--- src/rtl/sar_ctrl_param.sv ---
// Parametrised SAR ADC sequencer: sample, per-bit comparator precharge/evaluate, registered result strobe.
// Optional back-to-back conversions are enabled by defining SAR_CONT_EN, which adds the cont input.
module sar_ctrl_param #(
  parameter int NBITS         = 6,
  parameter int SAMPLE_CYCLES = 2
) (
  input  logic             clk,
  input  logic             rst,
  input  logic             start,
`ifdef SAR_CONT_EN
  input  logic             cont,
`endif
  input  logic             comp_out,
  output logic             sample,
  output logic             comp_en,
  output logic             comp_rst,
  output logic [NBITS-1:0] d,
  output logic [NBITS-1:0] db,
  output logic [NBITS-1:0] dout,
  output logic             valid,
  output logic             busy
);

  localparam int IW = $clog2(NBITS);
  localparam int CW = 4;

  // IDLE wait start | SAMPLE track input | RSTPH precharge, trial bit set | EVAL decide bit | DONE strobe
  typedef enum logic [2:0] {
    S_IDLE,
    S_SAMPLE,
    S_RSTPH,
    S_EVAL,
    S_DONE
  } state_t;

  state_t           state_q, state_d;
  logic [CW-1:0]    cnt_q, cnt_d;
  logic [IW-1:0]    idx_q, idx_d;
  logic [IW-1:0]    idx_m1;
  logic [NBITS-1:0] trial_q, trial_d;
  logic [NBITS-1:0] res_q, res_d;
  logic [NBITS-1:0] db_q;
  logic             sample_q, comp_en_q, comp_rst_q, valid_q, busy_q;

  assign idx_m1 = idx_q - IW'(1);

  always_comb begin
    state_d = state_q;
    cnt_d   = cnt_q;
    idx_d   = idx_q;
    trial_d = trial_q;
    res_d   = res_q;
    case (state_q)
      S_IDLE: begin
        trial_d = '0;
        if (start) begin
          state_d = S_SAMPLE;
          cnt_d   = CW'(SAMPLE_CYCLES - 1);
          idx_d   = IW'(NBITS - 1);
        end
      end
      S_SAMPLE: begin
        trial_d = '0;
        if (cnt_q == '0) begin
          state_d        = S_RSTPH;
          trial_d[idx_q] = 1'b1;
        end else begin
          cnt_d = cnt_q - CW'(1);
        end
      end
      S_RSTPH: begin
        state_d = S_EVAL;
      end
      S_EVAL: begin
        if (!comp_out) trial_d[idx_q] = 1'b0;
        if (idx_q == '0) begin
          state_d = S_DONE;
          res_d   = trial_d;
        end else begin
          state_d         = S_RSTPH;
          idx_d           = idx_m1;
          trial_d[idx_m1] = 1'b1;
        end
      end
      S_DONE: begin
        trial_d = '0;
        state_d = S_IDLE;
`ifdef SAR_CONT_EN
        if (cont) begin
          state_d = S_SAMPLE;
          cnt_d   = CW'(SAMPLE_CYCLES - 1);
          idx_d   = IW'(NBITS - 1);
        end
`endif
      end
      default: begin
        state_d = S_IDLE;
        trial_d = '0;
      end
    endcase
  end

  // Output flops decode the next state so every output is registered and aligned with state_q.
  always_ff @(posedge clk) begin
    if (rst) begin
      state_q    <= S_IDLE;
      cnt_q      <= '0;
      idx_q      <= '0;
      trial_q    <= '0;
      res_q      <= '0;
      db_q       <= '1;
      sample_q   <= 1'b0;
      comp_en_q  <= 1'b0;
      comp_rst_q <= 1'b1;
      valid_q    <= 1'b0;
      busy_q     <= 1'b0;
    end else begin
      state_q    <= state_d;
      cnt_q      <= cnt_d;
      idx_q      <= idx_d;
      trial_q    <= trial_d;
      res_q      <= res_d;
      db_q       <= ~trial_d;
      sample_q   <= (state_d == S_SAMPLE);
      comp_en_q  <= (state_d == S_EVAL);
      comp_rst_q <= (state_d != S_EVAL);
      valid_q    <= (state_d == S_DONE);
      busy_q     <= (state_d != S_IDLE);
    end
  end

  assign sample   = sample_q;
  assign comp_en  = comp_en_q;
  assign comp_rst = comp_rst_q;
  assign d        = trial_q;
  assign db       = db_q;
  assign dout     = res_q;
  assign valid    = valid_q;
  assign busy     = busy_q;

endmodule

--- config.mk ---
export PLATFORM = sky130hd
export DESIGN_NAME = sar_ctrl_param
export DESIGN_NICKNAME = d
export VERILOG_FILES = /design/src/rtl/sar_ctrl_param.sv
export SDC_FILE = /design/constraint.sdc
export NUM_CORES = 1
export LEC_CHECK = 0
export CAP_MARGIN = 5
export CORE_AREA = 2 2 59 61
export DETAILED_ROUTE_END_ITERATION = 16
export DIE_AREA = 0 0 61 63
export GPL_TIMING_DRIVEN = 1
export PLACE_DENSITY = 0.8
export SYNTH_ARGS = -nofsm -noshare
export SYNTH_HDL_FRONTEND = slang
export SYNTH_SLANG_ARGS = --single-unit
export TNS_END_PERCENT = 10
--- constraint.sdc ---
create_clock -name clk -period 3 [get_ports clk]
set_input_delay 0.3 -clock clk [delete_from_list [all_inputs] [get_ports clk]]
set_output_delay 0.3 -clock clk [all_outputs]
set_load 0.005 [all_outputs]
# Word level (Yosys, flattened, before mapping)
# Index checks and enable logic that the tools add are counted.
[op_classes] n_mux=19 n_addsub=2 eq_ne=10 magnitude_cmp=4 n_reduce_logical=11 bitwise=4
[op_table] operator="2-to-1 mux 6 bit" n=4
[op_table] operator="one-hot mux 6 bit (3 select lines)" n=1
[op_table] operator="2-to-1 mux 3 bit" n=5
[op_table] operator="inverter 6 bit" n=2
[op_table] operator="one-hot mux 3 bit (4 select lines)" n=1
[op_table] operator="== test 3 x 2 -> 1 bit (second input constant)" n=3
[op_table] operator="< comparator 3 x 4 -> 1 bit (second input constant)" n=2
[op_table] operator="2-to-1 mux 4 bit" n=2
[op_table] operator="one-hot mux 4 bit (2 select lines)" n=1
[op_table] operator="AND 6 bit" n=1
[op_table] operator="demux 1 bit (select 3 bit)" n=2
[op_table] operator="== test 3 x 1 -> 1 bit (second input constant)" n=2
[op_table] operator=">= comparator 3 x 1 -> 1 bit (second input constant)" n=2
[op_table] operator="logical NOT 3 bit" n=2
[op_table] operator="inequality test 2 bit (second input constant)" n=3
[op_table] operator="bitwise OR 6 bit" n=1
[op_table] operator="one-hot mux 3 bit (2 select lines)" n=1
[op_table] operator="AND reduction 3 bit" n=2
[op_table] operator="logical NOT 4 bit" n=1
[op_table] operator="nonzero test 2 bit" n=2
[op_table] operator="subtractor 4 x 1 -> 4 bit (second input constant)" n=1
[op_table] operator="== test 3 bit (second input constant)" n=1
[op_table] operator="inequality test 3 x 2 -> 1 bit (second input constant)" n=1
[op_table] operator="nonzero test 3 bit" n=1
[op_table] operator="other kinds (4)" n=6
[totals] wordCells=61 output_inout_bits=23 ff_bits=33

# Logic depth before layout (Yosys ltp)
# Gate-level depths: netlist (run 1).
[logic_depth] depth_word=12 mapped_depth=8 ltp_nobuf=7

# Least setup slack after synthesis (run 1)
# No wires, ideal clock.
[synth_timing] path_type="register -> register" startpoint="register idx_q[1]" endpoint="register db_q[2], in the netlist db[2]" t_arrival_ns=1.864 t_required_ns=2.881 synth_period_minus_slack_ns=1.982 path_stages_with_launch=8 slack_ns=1.018 path_cell_list="dfxtp_1 > inv_2 > ha_1 > ha_1 > and4bb_1 > nand2_1 > or3_1 > o221a_1"
[synth_between] elab_chain_cells=12 word_cells_on_any_way=21 classes_between="add/sub (1); order compare (4); mux (9); bitwise (4); reduce/logical (3)"
[synth_rtl] element="from (decl)" line_no="38" text="logic [IW-1:0] idx_q, idx_d;"
[synth_rtl] element="from (signal assigned)" line_no="120" text="idx_q <= idx_d;"
[synth_rtl] element="branches (longest 10 deep; another with < comparator 3 x 4 -> 1 bit)"
[synth_rtl] element="one-hot mux 6 bit (3 select lines) *" line_no="53" text="case (state_q)"
[synth_rtl] element="inverter 6 bit *" line_no="123" text="db_q <= ~trial_d;"
[synth_rtl] element="to (signal assigned)" line_no="123"
[synth_rtl] element="to (decl)" line_no="42" text="logic [NBITS-1:0] db_q;"
# Every way passes the cells marked *. The select of a mux whose other input is x is not followed.
# A chain may end at the register's enable or synchronous reset.

# Worst setup path in the final report (run 1)
# Same ends and word-level chain as after synthesis.

==> impl_metrics.toml, run 1 <==
[synth]
netlist_area_mm2 = 0.00155
synth_flop_cell = "dfxtp_1"
synth_cells = 164
synth_fp_nets = 172
postSynth.asyncResetShare_pct = 0
synth_cell_types = 57
synth_top_area_cell = "dfxtp_1"
yosysWarnings = 0
syn_avg_cell_area_um2 = 9.46
synth_top_area_share_pct = 42.6
yosys-top-cells-area = "dfxtp_1 43%, nand2_1 3.6%, nor2_1 3.4%"
ys_seq_elements = 33
synth-edff-count = 0
ys_seq_area_share_pct = 42.6

[layout]
area_growth_pct = 21.4
final_layout_size_suffix_gt1_share_pct = 12.0
filler_cell_count = 298
final_nets = 198
antenna_cells = 0
utilization_pct = 58.3
fin_cells = 237

[worst_setup_path]
worstPathRequired_ps = 3240
rr_worst_depth = 7
r2r_slack_ps = 830
startpoint_type = "flip-flop"
crit_chain = "inv_2, ha_1, ha_1, and4bb_1, nand2_1, or3_1, o221a_1"
cpMostUsedCell = "ha_1"
slowest_stage = "dfxtp_1"
critical_path_arrival_ps = 2410
critPathCaptureType = "flip-flop"
crit_path_max_incr_delay_ps = 520
r2r_start = "idx_q[1]$_SDFFE_PP0P_"
crit_start = "idx_q[1]$_SDFFE_PP0P_"
path_max_fanout = 8
r2r_end = "db[2]$_SDFF_PP1_"
critical_path_class = "flip-flop to flip-flop"

[flow_run]
drv_cap = 0

[pwr]
intPower_mw = 0.894
p_switching_mw = 0.605
seq_power_share_pct = 41.3
power_density_mw_per_mm2 = 796
combinationalPowerShare_pct = 42.3
leakage_nw = 0.671
peakVddDrop_uv = 509
clockPowerShare_pct = 16.4
switching_share_pct = 40.3

[clock_tree]
cts_buffers = 5
ctsResizeCount = 0
clock_latency_ps = 340
clk_pin_slew_ps = 110
post_cts_buffers = 0
cts_tree = "done"
holdBufCountCts = 0
h-tree-depth = 2
cts_root_buf = "clkbuf_4"
ctsLongestPathBuffers = 2
clock-sinks = 33

[detailed_routing]
firstDrtPassIters = 5
totalWireLength_um = 3440
viasPerCell = 5.81
drtIter0Drc = 41
drc = 0
wire_per_inst_um = 14.5
antenna_left = 0
dr_total_vias = 1378

[floorplanning]
die_y_um = 63
io_pins = 27
initial_core_util_pct = 48.0
die-area_mm2 = 0.00384
die_w_um = 61
coreArea_mm2 = 0.00323
placementRows = 21

[global_route]
antenna_found_initial = 0
gr-total-overflow = 0
grt_pass1_vias = 1236
grt_pass1_wl_um = 5740
grtUsageTotal_pct = 20.1
grt_max_degree = 19

[placed_design]
gp_congestion = 0.963
hpwl_um = 2620
dp.cells = 229
io_buffers = 26

[timing]
hold_violations = 0
fin_setup_tns_ps = 0
period_share_pct = 72.3
max-slew-margin-rel_pct = 62.5
timing.final.crit_period_ps = 2170
setup_viol = 0
maxSlewViolCount = 0
worst_slew_pin_slew_ps = 561
fmax_mhz = 461
finClkSkew_ps = 9.54
rsz0062_at_grt = "false"

[run_status]
status = "finished clean"

[worst_hold_path]
hold_path_depth = 2
worstHoldStart = "dout[0]$_SDFFE_PP0P_"
hp-class = "flip-flop to flip-flop"
hold_path_end = "dout[0]$_SDFFE_PP0P_"
per-layer routing:
| layer | routed length [um] | vias up | GRT usage [%] |
|---|---|---|---|
| met1 | 1460 | 660 | 24.8 |
| li1 | - | 657 | - |
| met5 | 0 | - | 0 |
| met4 | 112 | 0 | 7.88 |
| met2 | 1680 | 46 | 31.0 |
| met3 | 191 | 15 | 7.25 |
placed cells by master, fill, tap and decap left out, types with 2 or more instances in the layout:
cell,instances
dfxtp_1,33
clkdlybuf4s50_1,26
nand2b_1,2
nor2b_1,6
o21ai_1,3
inv_2,3
ha_1,4
xor2_1,2
a221oi_1,4
a221o_1,3
o31ai_1,3
nand2_1,15
mux2i_1,2
nand3b_1,2
clkbuf_4,5
nor2_1,14
nand4_1,2
o31a_1,2
clkinv_2,2
a21oi_1,6
o21ai_0,3
nand3_1,3
nor3_1,5
inv_1,5
o211ai_1,3
stage by stage:
step                hold WS [ps]  total power, mW  worst slack (ps)  cell area [um^2]
floorplan                    418             1.09              1020              1550
global placement             442             1.23               923              1830
detailed placement           445             1.25               874              1830
CTS                          456             1.50               843              1880
global route                 479             1.62               715              1880
finish                       453             1.50               831              1880
Yosys cell counts, drive strengths merged, types with 2 or more instances:
cell type,number
dfxtp,33
nor2,16
nand2,15
a21oi,8
inv,8
buf,6
nor2b,6
o21ai,6
nor3,5
a221oi,4
ha,4
a221o,3
nand3,3
nand3b,3
o211ai,3
o31ai,3
clkbuf,2
mux2i,2
nand2b,2
nand4,2
nor3b,2
o311ai,2
o31a,2
or2,2
or3b,2
xor2,2
kinds of logic after synthesis:
kind of cell               share of synthesized area, %
and+or+nand+nor                                    24.2
AOI/OAI and AO/OA                                  22.5
DFF                                                42.6
buffers and inverters                              5.08
adders and majority gates                          3.23
xor gates and xnor gates                           1.13
muxes                                              1.29
critical path, delay by kind of cell, from the launching register on:
family	cells	cell delay (ps)
compound gates	1	230
fa+ha+maj	2	450
buf+inv	1	100
simple gates	3	770
flops	1	520
power by group through the flow:
stage               Sequential, mW  Clock [mW]  Combinational, mW
global route                 0.635       0.280              0.702
floorplan                    0.569           0              0.524
finish                       0.619       0.246              0.635
CTS                          0.618       0.251              0.631
detailed placement           0.628           0              0.626
global placement             0.621           0              0.610
final cells by class:
class	count	area, um^2	area share, %
tap	46	57.6	3.06
clock inverter	3	17.5	0.930
timing repair buffer	27	268	14.2
inverter	8	30.0	1.59
sequential	33	661	35.1
multi-input combinational	115	812	43.1
clock buffer	5	37.5	1.99
worst max path at each step:
stage | to | slack, ps
after floorplan | db[2]$_SDFF_PP1_ | 1020
after global placement | db[2]$_SDFF_PP1_ | 920
after detailed placement | db[2]$_SDFF_PP1_ | 870
after CTS | db[2]$_SDFF_PP1_ | 840
after global routing | db[2]$_SDFF_PP1_ | 720
final | db[2]$_SDFF_PP1_ | 830
sequential cells by signal (all words and copies together) (netlist names):
name and count:
valid 1, sample 1, comp_rst 1, state_q 3
cnt_q 4, idx_q 3, db 6, busy 1
dout 6, d 6, comp_en 1
(Power assumes the default switching activity.)
==> run 2: changes to the inputs <==
Settings changed: CORE_AREA 2 2 59 61 to 2 2 62 64, DIE_AREA 0 0 61 63 to 0 0 64 66, PLACE_DENSITY 0.8 to 0.77.
Clock period 3 ns to 1.85 ns, I/O delays scaled along.
==> run 2 against run 1 <==
First-iteration DRC count increased by 88%. Die area up 9.9%. Flip-flop and latch count is the same. Routed wire length increased by 10%. Global-route usage shrank 1.5 points. Combinational power grew 95%.
==> impl_metrics.toml, run 2 (synthesized netlist as in run 1, its figures left out) <==
[run_status]
status = "finished clean"

[detailed_routing]
firstDrtPassIters = 4
drtIter0Drc = 77
viasPerCell = 5.79
totalWireLength_um = 3780
dr_total_vias = 1465
wire_per_inst_um = 15.0
drc = 0
antenna_left = 0

[worst_setup_path]
startpoint_type = "flip-flop"
critical_path_arrival_ps = 2070
r2r_end = "d[1]$_SDFF_PP0_"
r2r_start = "cnt_q[1]$_SDFFE_PP0P_"
crit_end = "d[1]$_SDFF_PP0_"
worstPathRequired_ps = 2140
r2r_slack_ps = 60
path_max_fanout = 7
critPathCaptureType = "flip-flop"
critical_path_class = "flip-flop to flip-flop"
crit_start = "cnt_q[1]$_SDFFE_PP0P_"
rr_worst_depth = 6

[global_route]
grt_pass1_vias = 1345
antenna_found_initial = 0
gr-total-overflow = 0
met2_usage_pct = 29.9
grt_pass1_wl_um = 6090
use_met1_pct = 22.9
grt_max_degree = 13
grt_busiest_layer = "met2"
met3_usage_pct = 5.28
grtUsageTotal_pct = 18.6

[timing]
setup_viol = 0
maxSlewViolCount = 0
timing.final.crit_period_ps = 1790
fin_ws_ps = 64.4
rsz0062_at_grt = "true"
period_share_pct = 96.5
hold_violations = 0
finClkSkew_ps = 12.4
fmax_mhz = 560
max-slew-margin-rel_pct = 74.7
worst_slew_pin_slew_ps = 375

[floorplanning]
io_pins = 27
die-area_mm2 = 0.00422
coreArea_mm2 = 0.00355
placementRows = 22
initial_core_util_pct = 43.7
die_w_um = 64
die_y_um = 66

[pwr]
intPower_mw = 1.62
switching_share_pct = 38.9
p_switching_mw = 1.03
leakage_nw = 0.747
power_density_mw_per_mm2 = 1300
clockPowerShare_pct = 16.0
peakVddDrop_uv = 904
combinationalPowerShare_pct = 47.0
seq_power_share_pct = 37.0

[placed_design]
dp.cells = 242
hpwl_um = 2710
dp_slack_ps = 52.6
gp_congestion = 0.928
io_buffers = 26

[clock_tree]
ctsLongestPathBuffers = 2
cts_buffers = 5
clock_latency_ps = 340
cts_tree = "done"
clk_pin_slew_ps = 100
holdBufCountCts = 0
clock-sinks = 33
cts_root_buf = "clkbuf_4"
h-tree-depth = 2

[worst_hold_path]
hp-class = "flip-flop to flip-flop"

[layout]
multi_input_area_um2 = 837
area_growth_pct = 30.9
seq_area_um2 = 672
final_nets = 212
filler_cell_count = 316
layout_common_cells = "28 x dfxtp_1, 26 x clkdlybuf4s50_1, 15 x nand2_1, 15 x buf_4, 14 x nor2_1"
final_layout_size_suffix_gt1_share_pct = 23.4
antenna_cells = 0
fin_cells = 253
final_common_cell = "dfxtp_1"

[flow_run]
drv_cap = 0
run 2: how the worst min path moves through the flow:
stage / cells after the start / from / endpoint / slack [ps]
after detailed placement: 2 / dout[0]$_SDFFE_PP0P_ / dout[0]$_SDFFE_PP0P_ / 450
after global placement: 2 / dout[2]$_SDFFE_PP0P_ / dout[2]$_SDFFE_PP0P_ / 440
after global routing: 2 / dout[4]$_SDFFE_PP0P_ / dout[4]$_SDFFE_PP0P_ / 490
after CTS: 2 / dout[0]$_SDFFE_PP0P_ / dout[0]$_SDFFE_PP0P_ / 460
final: 2 / dout[0]$_SDFFE_PP0P_ / dout[0]$_SDFFE_PP0P_ / 460
after floorplan: 1 / start / busy$_SDFF_PP0_ / 300
run 2: layout make-up:
class | instances | share of cell area (%)
clock buffers | 8 | 2.90
flip-flops and latches | 33 | 33.1
repair buffers | 41 | 18.4
multi-input cells | 115 | 41.2
inverters | 8 | 1.48
well taps | 48 | 2.96
run 2: worst max-delay path: stages (launching register included):
cell and delay, ps:
dfxtp_2 350, inv_2 70, ha_2 170, or3b_4 420
nand3b_4 240, a21oi_4 290, a221o_1 190
run 2: what timing repair did:
item,CTS,global route
gates resized for setup,0,11
buffers inserted,0,3
endpoints found under the setup margin,0,6
run 2: per-stage QoR:
step	util, %	cell area (um^2)	total power [mW]	setup TNS, ps	hold WS [ps]
global placement	54.1	1920	2.06	0	439
detailed placement	54.1	1920	2.11	0	450
global route	57.2	2030	2.82	-7.93	488
floorplan	-	1560	1.78	0	303
finish	57.2	2030	2.65	0	457
CTS	55.7	1980	2.54	0	463
run 2: power groups by stage:
stage | sequential [mW] | combinational, mW | clock [mW]
6_report | 0.979 | 1.24 | 0.425
5_1_grt | 0.990 | 1.35 | 0.478
4_1_cts | 0.965 | 1.15 | 0.430
3_5_place_dp | 0.981 | 1.13 | 0
3_3_place_gp | 0.974 | 1.08 | 0
2_1_floorplan | 0.924 | 0.857 | 0
run 2: per-layer routing:
layer | vias up | part of all wire, % | routed length [um]
met1 | 692 | 43 | 1610
met3 | 10 | 7.3 | 278
li1 | 684 | - | -
met5 | - | 0 | 0
met2 | 79 | 48 | 1810
met4 | 0 | 2.2 | 85
==> run 3: changes to the inputs <==
Settings changed: ABC_CLOCK_PERIOD_IN_PS set to 1850, GPL_TIMING_DRIVEN 1 to 0, PLACE_DENSITY 0.77 to 0.69.
==> run 3 against run 2 <==
Total power grew 3.2%. Setup slack lost 15 ps. Routed wire length shrank 8.9%. Register-to-register slack lost 20 ps. Non-clock buffer count shrank 2. Clock-buffer cell count shrank 1. Critical path depth grew 1. Sequential share of layout area shrank 0.32 points. Maximum frequency shrank 0.84%. Combinational power grew 4%. Critical endpoint is now db[2]$_SDFF_PP1_. Largest cell class unchanged.
==> impl_metrics.toml, run 3 (synthesized netlist as in run 1, its figures left out) <==
[floorplanning]
die_w_um = 64
die_y_um = 66
placementRows = 22
die-area_mm2 = 0.00422
io_pins = 27
initial_core_util_pct = 43.7
coreArea_mm2 = 0.00355

[layout]
fin_cells = 251
final_nets = 210
stdcell_area_mm2 = 0.00205
final_common_cell = "dfxtp_1"
final_layout_size_suffix_gt1_share_pct = 20.7
area_growth_pct = 31.9
filler_cell_count = 303
layout_common_cells = "29 x dfxtp_1, 26 x clkdlybuf4s50_1, 14 x nand2_1, 14 x nor2_1"
antenna_cells = 0

[timing]
finClkSkew_ps = 17.2
setup_viol = 0
timing.final.crit_period_ps = 1800
fmax_mhz = 555
worst_slew_pin_slew_ps = 521
maxSlewViolCount = 0
max-slew-margin-rel_pct = 65.3
whs_ps = 469
period_share_pct = 97.3
hold_violations = 0
rsz0062_at_grt = "true"

[clock_tree]
clock_latency_ps = 350
clk_pin_slew_ps = 110
cts_buffers = 5
cts_root_buf = "clkbuf_4"
cts_tree = "done"
h-tree-depth = 2
clock-sinks = 33
ctsLongestPathBuffers = 2

[global_route]
grt_pass1_vias = 1316
gr-total-overflow = 0
grt_max_degree = 12
antenna_found_initial = 0
grt_pass1_wl_um = 5930
grtUsageTotal_pct = 18.4

[pwr]
clockPowerShare_pct = 19.0
p_switching_mw = 1.03
leakage_nw = 0.740
intPower_mw = 1.71
switching_share_pct = 37.5
power_density_mw_per_mm2 = 1330
peakVddDrop_uv = 666
combinationalPowerShare_pct = 47.1
p_total_mw = 2.73
seq_power_share_pct = 33.9

[worst_setup_path]
critPathBufInv = 1
worstPathRequired_ps = 2100
crit_path_max_incr_delay_ps = 390
startpoint_type = "flip-flop"
cpMostUsedCell = "ha_4"
critical_path_class = "flip-flop to flip-flop"
cp_top_family = "simple AND/OR/NAND/NOR gates"
path_max_fanout = 10
crit_chain = "inv_6, ha_4, ha_4, and4bb_2, nand2_2, or3_4, o221a_1"
slowest_stage = "dfxtp_4"
critPathCaptureType = "flip-flop"
critical_path_arrival_ps = 2050

[detailed_routing]
antenna_left = 0
totalWireLength_um = 3450
wire_per_inst_um = 13.7
firstDrtPassIters = 4
drtIter0Drc = 40
drc = 0
dr_total_vias = 1381
viasPerCell = 5.50

[placed_design]
dp.cells = 238
dpl_cell_area_mm2 = 0.00188
io_buffers = 26
hpwl_um = 2540
gp_congestion = 0.814

[worst_hold_path]
hp-class = "flip-flop to flip-flop"

[run_status]
status = "finished clean"

[flow_run]
drv_cap = 0
[run 3: cell types whose count changed in the layout (fill, tap and decap cells not counted), moves of 2 or more]
cell and delta:
a221oi_2 -2, buf_4 -10, ha_2 -3, ha_4 +2, a221oi_1 +2, inv_2 -2, buf_2 +2, buf_6 +3
[run 3: power by group through the flow]
stage	registers (mW)	logic [mW]	clock network [mW]
2_1_floorplan	0.924	0.857	0
3_3_place_gp	0.926	1.13	0
3_5_place_dp	0.934	1.16	0
4_1_cts	0.917	1.26	0.533
5_1_grt	0.939	1.42	0.572
6_report	0.926	1.29	0.520
[run 3: through the flow]
| step | setup WS [ps] | util (%) | setup TNS, ps |
|---|---|---|---|
| floorplan | 18.1 | - | 0 |
| global placement | -125 | 52.9 | -209 |
| detailed placement | -126 | 52.9 | -196 |
| CTS | 19.1 | 57.3 | 0 |
| global route | -9.69 | 57.6 | -9.69 |
| finish | 49.4 | 57.6 | 0 |
[run 3: cell type report]
type | instances | area, um^2 | area share, %
Buffer | 8 | 55.1 | 2.69
Clock buffer | 7 | 76.3 | 3.73
Clock inverter | 1 | 7.51 | 0.367
Inverter | 8 | 35.0 | 1.71
Multi-Input combinational cell | 115 | 845 | 41.3
Sequential cell | 33 | 671 | 32.8
Tap cell | 48 | 60.1 | 2.93
Timing Repair Buffer | 31 | 298 | 14.5
[run 3: worst paths after layout]
kind | startpoint | cells after the start | slack (ps) | endpoint
worst min register to register | dout[4]$_SDFFE_PP0P_ | 2 | 470 | dout[4]$_SDFFE_PP0P_
worst max-delay path | idx_q[0]$_SDFFE_PP0P_ | 7 | 50 | db[2]$_SDFF_PP1_
worst max register to register | idx_q[0]$_SDFFE_PP0P_ | 7 | 50 | db[2]$_SDFF_PP1_
worst min-delay path | dout[4]$_SDFFE_PP0P_ | 2 | 470 | dout[4]$_SDFFE_PP0P_
[run 3: timing repair]
action,in CTS,in global routing
pin swaps,2,3
setup buffers,4,1
setup endpoints to repair,2,9
hold buffers,0,0
hold endpoints to repair,0,0
cloned,0,0
resized for setup,10,4
[run 3: metal layers]
metal	share of wire, %	wire [um]	track usage, %	vias up
li1	-	-	-	686
met1	41	1420	20.7	638
met2	51	1740	31.3	44
met3	4.7	162	5.45	13
met4	3.4	118	9.78	0
met5	0	0	0	-
[run 3: worst register-to-register path, delay by kind of cell, from the launching register on]
kind	cells	cell delay, ps
AO/OA/AOI/OAI	1	220
adder cells (fa/ha/maj)	2	310
buffers and inverters	1	60
flip-flops	1	390
AND/OR/NAND/NOR	3	720
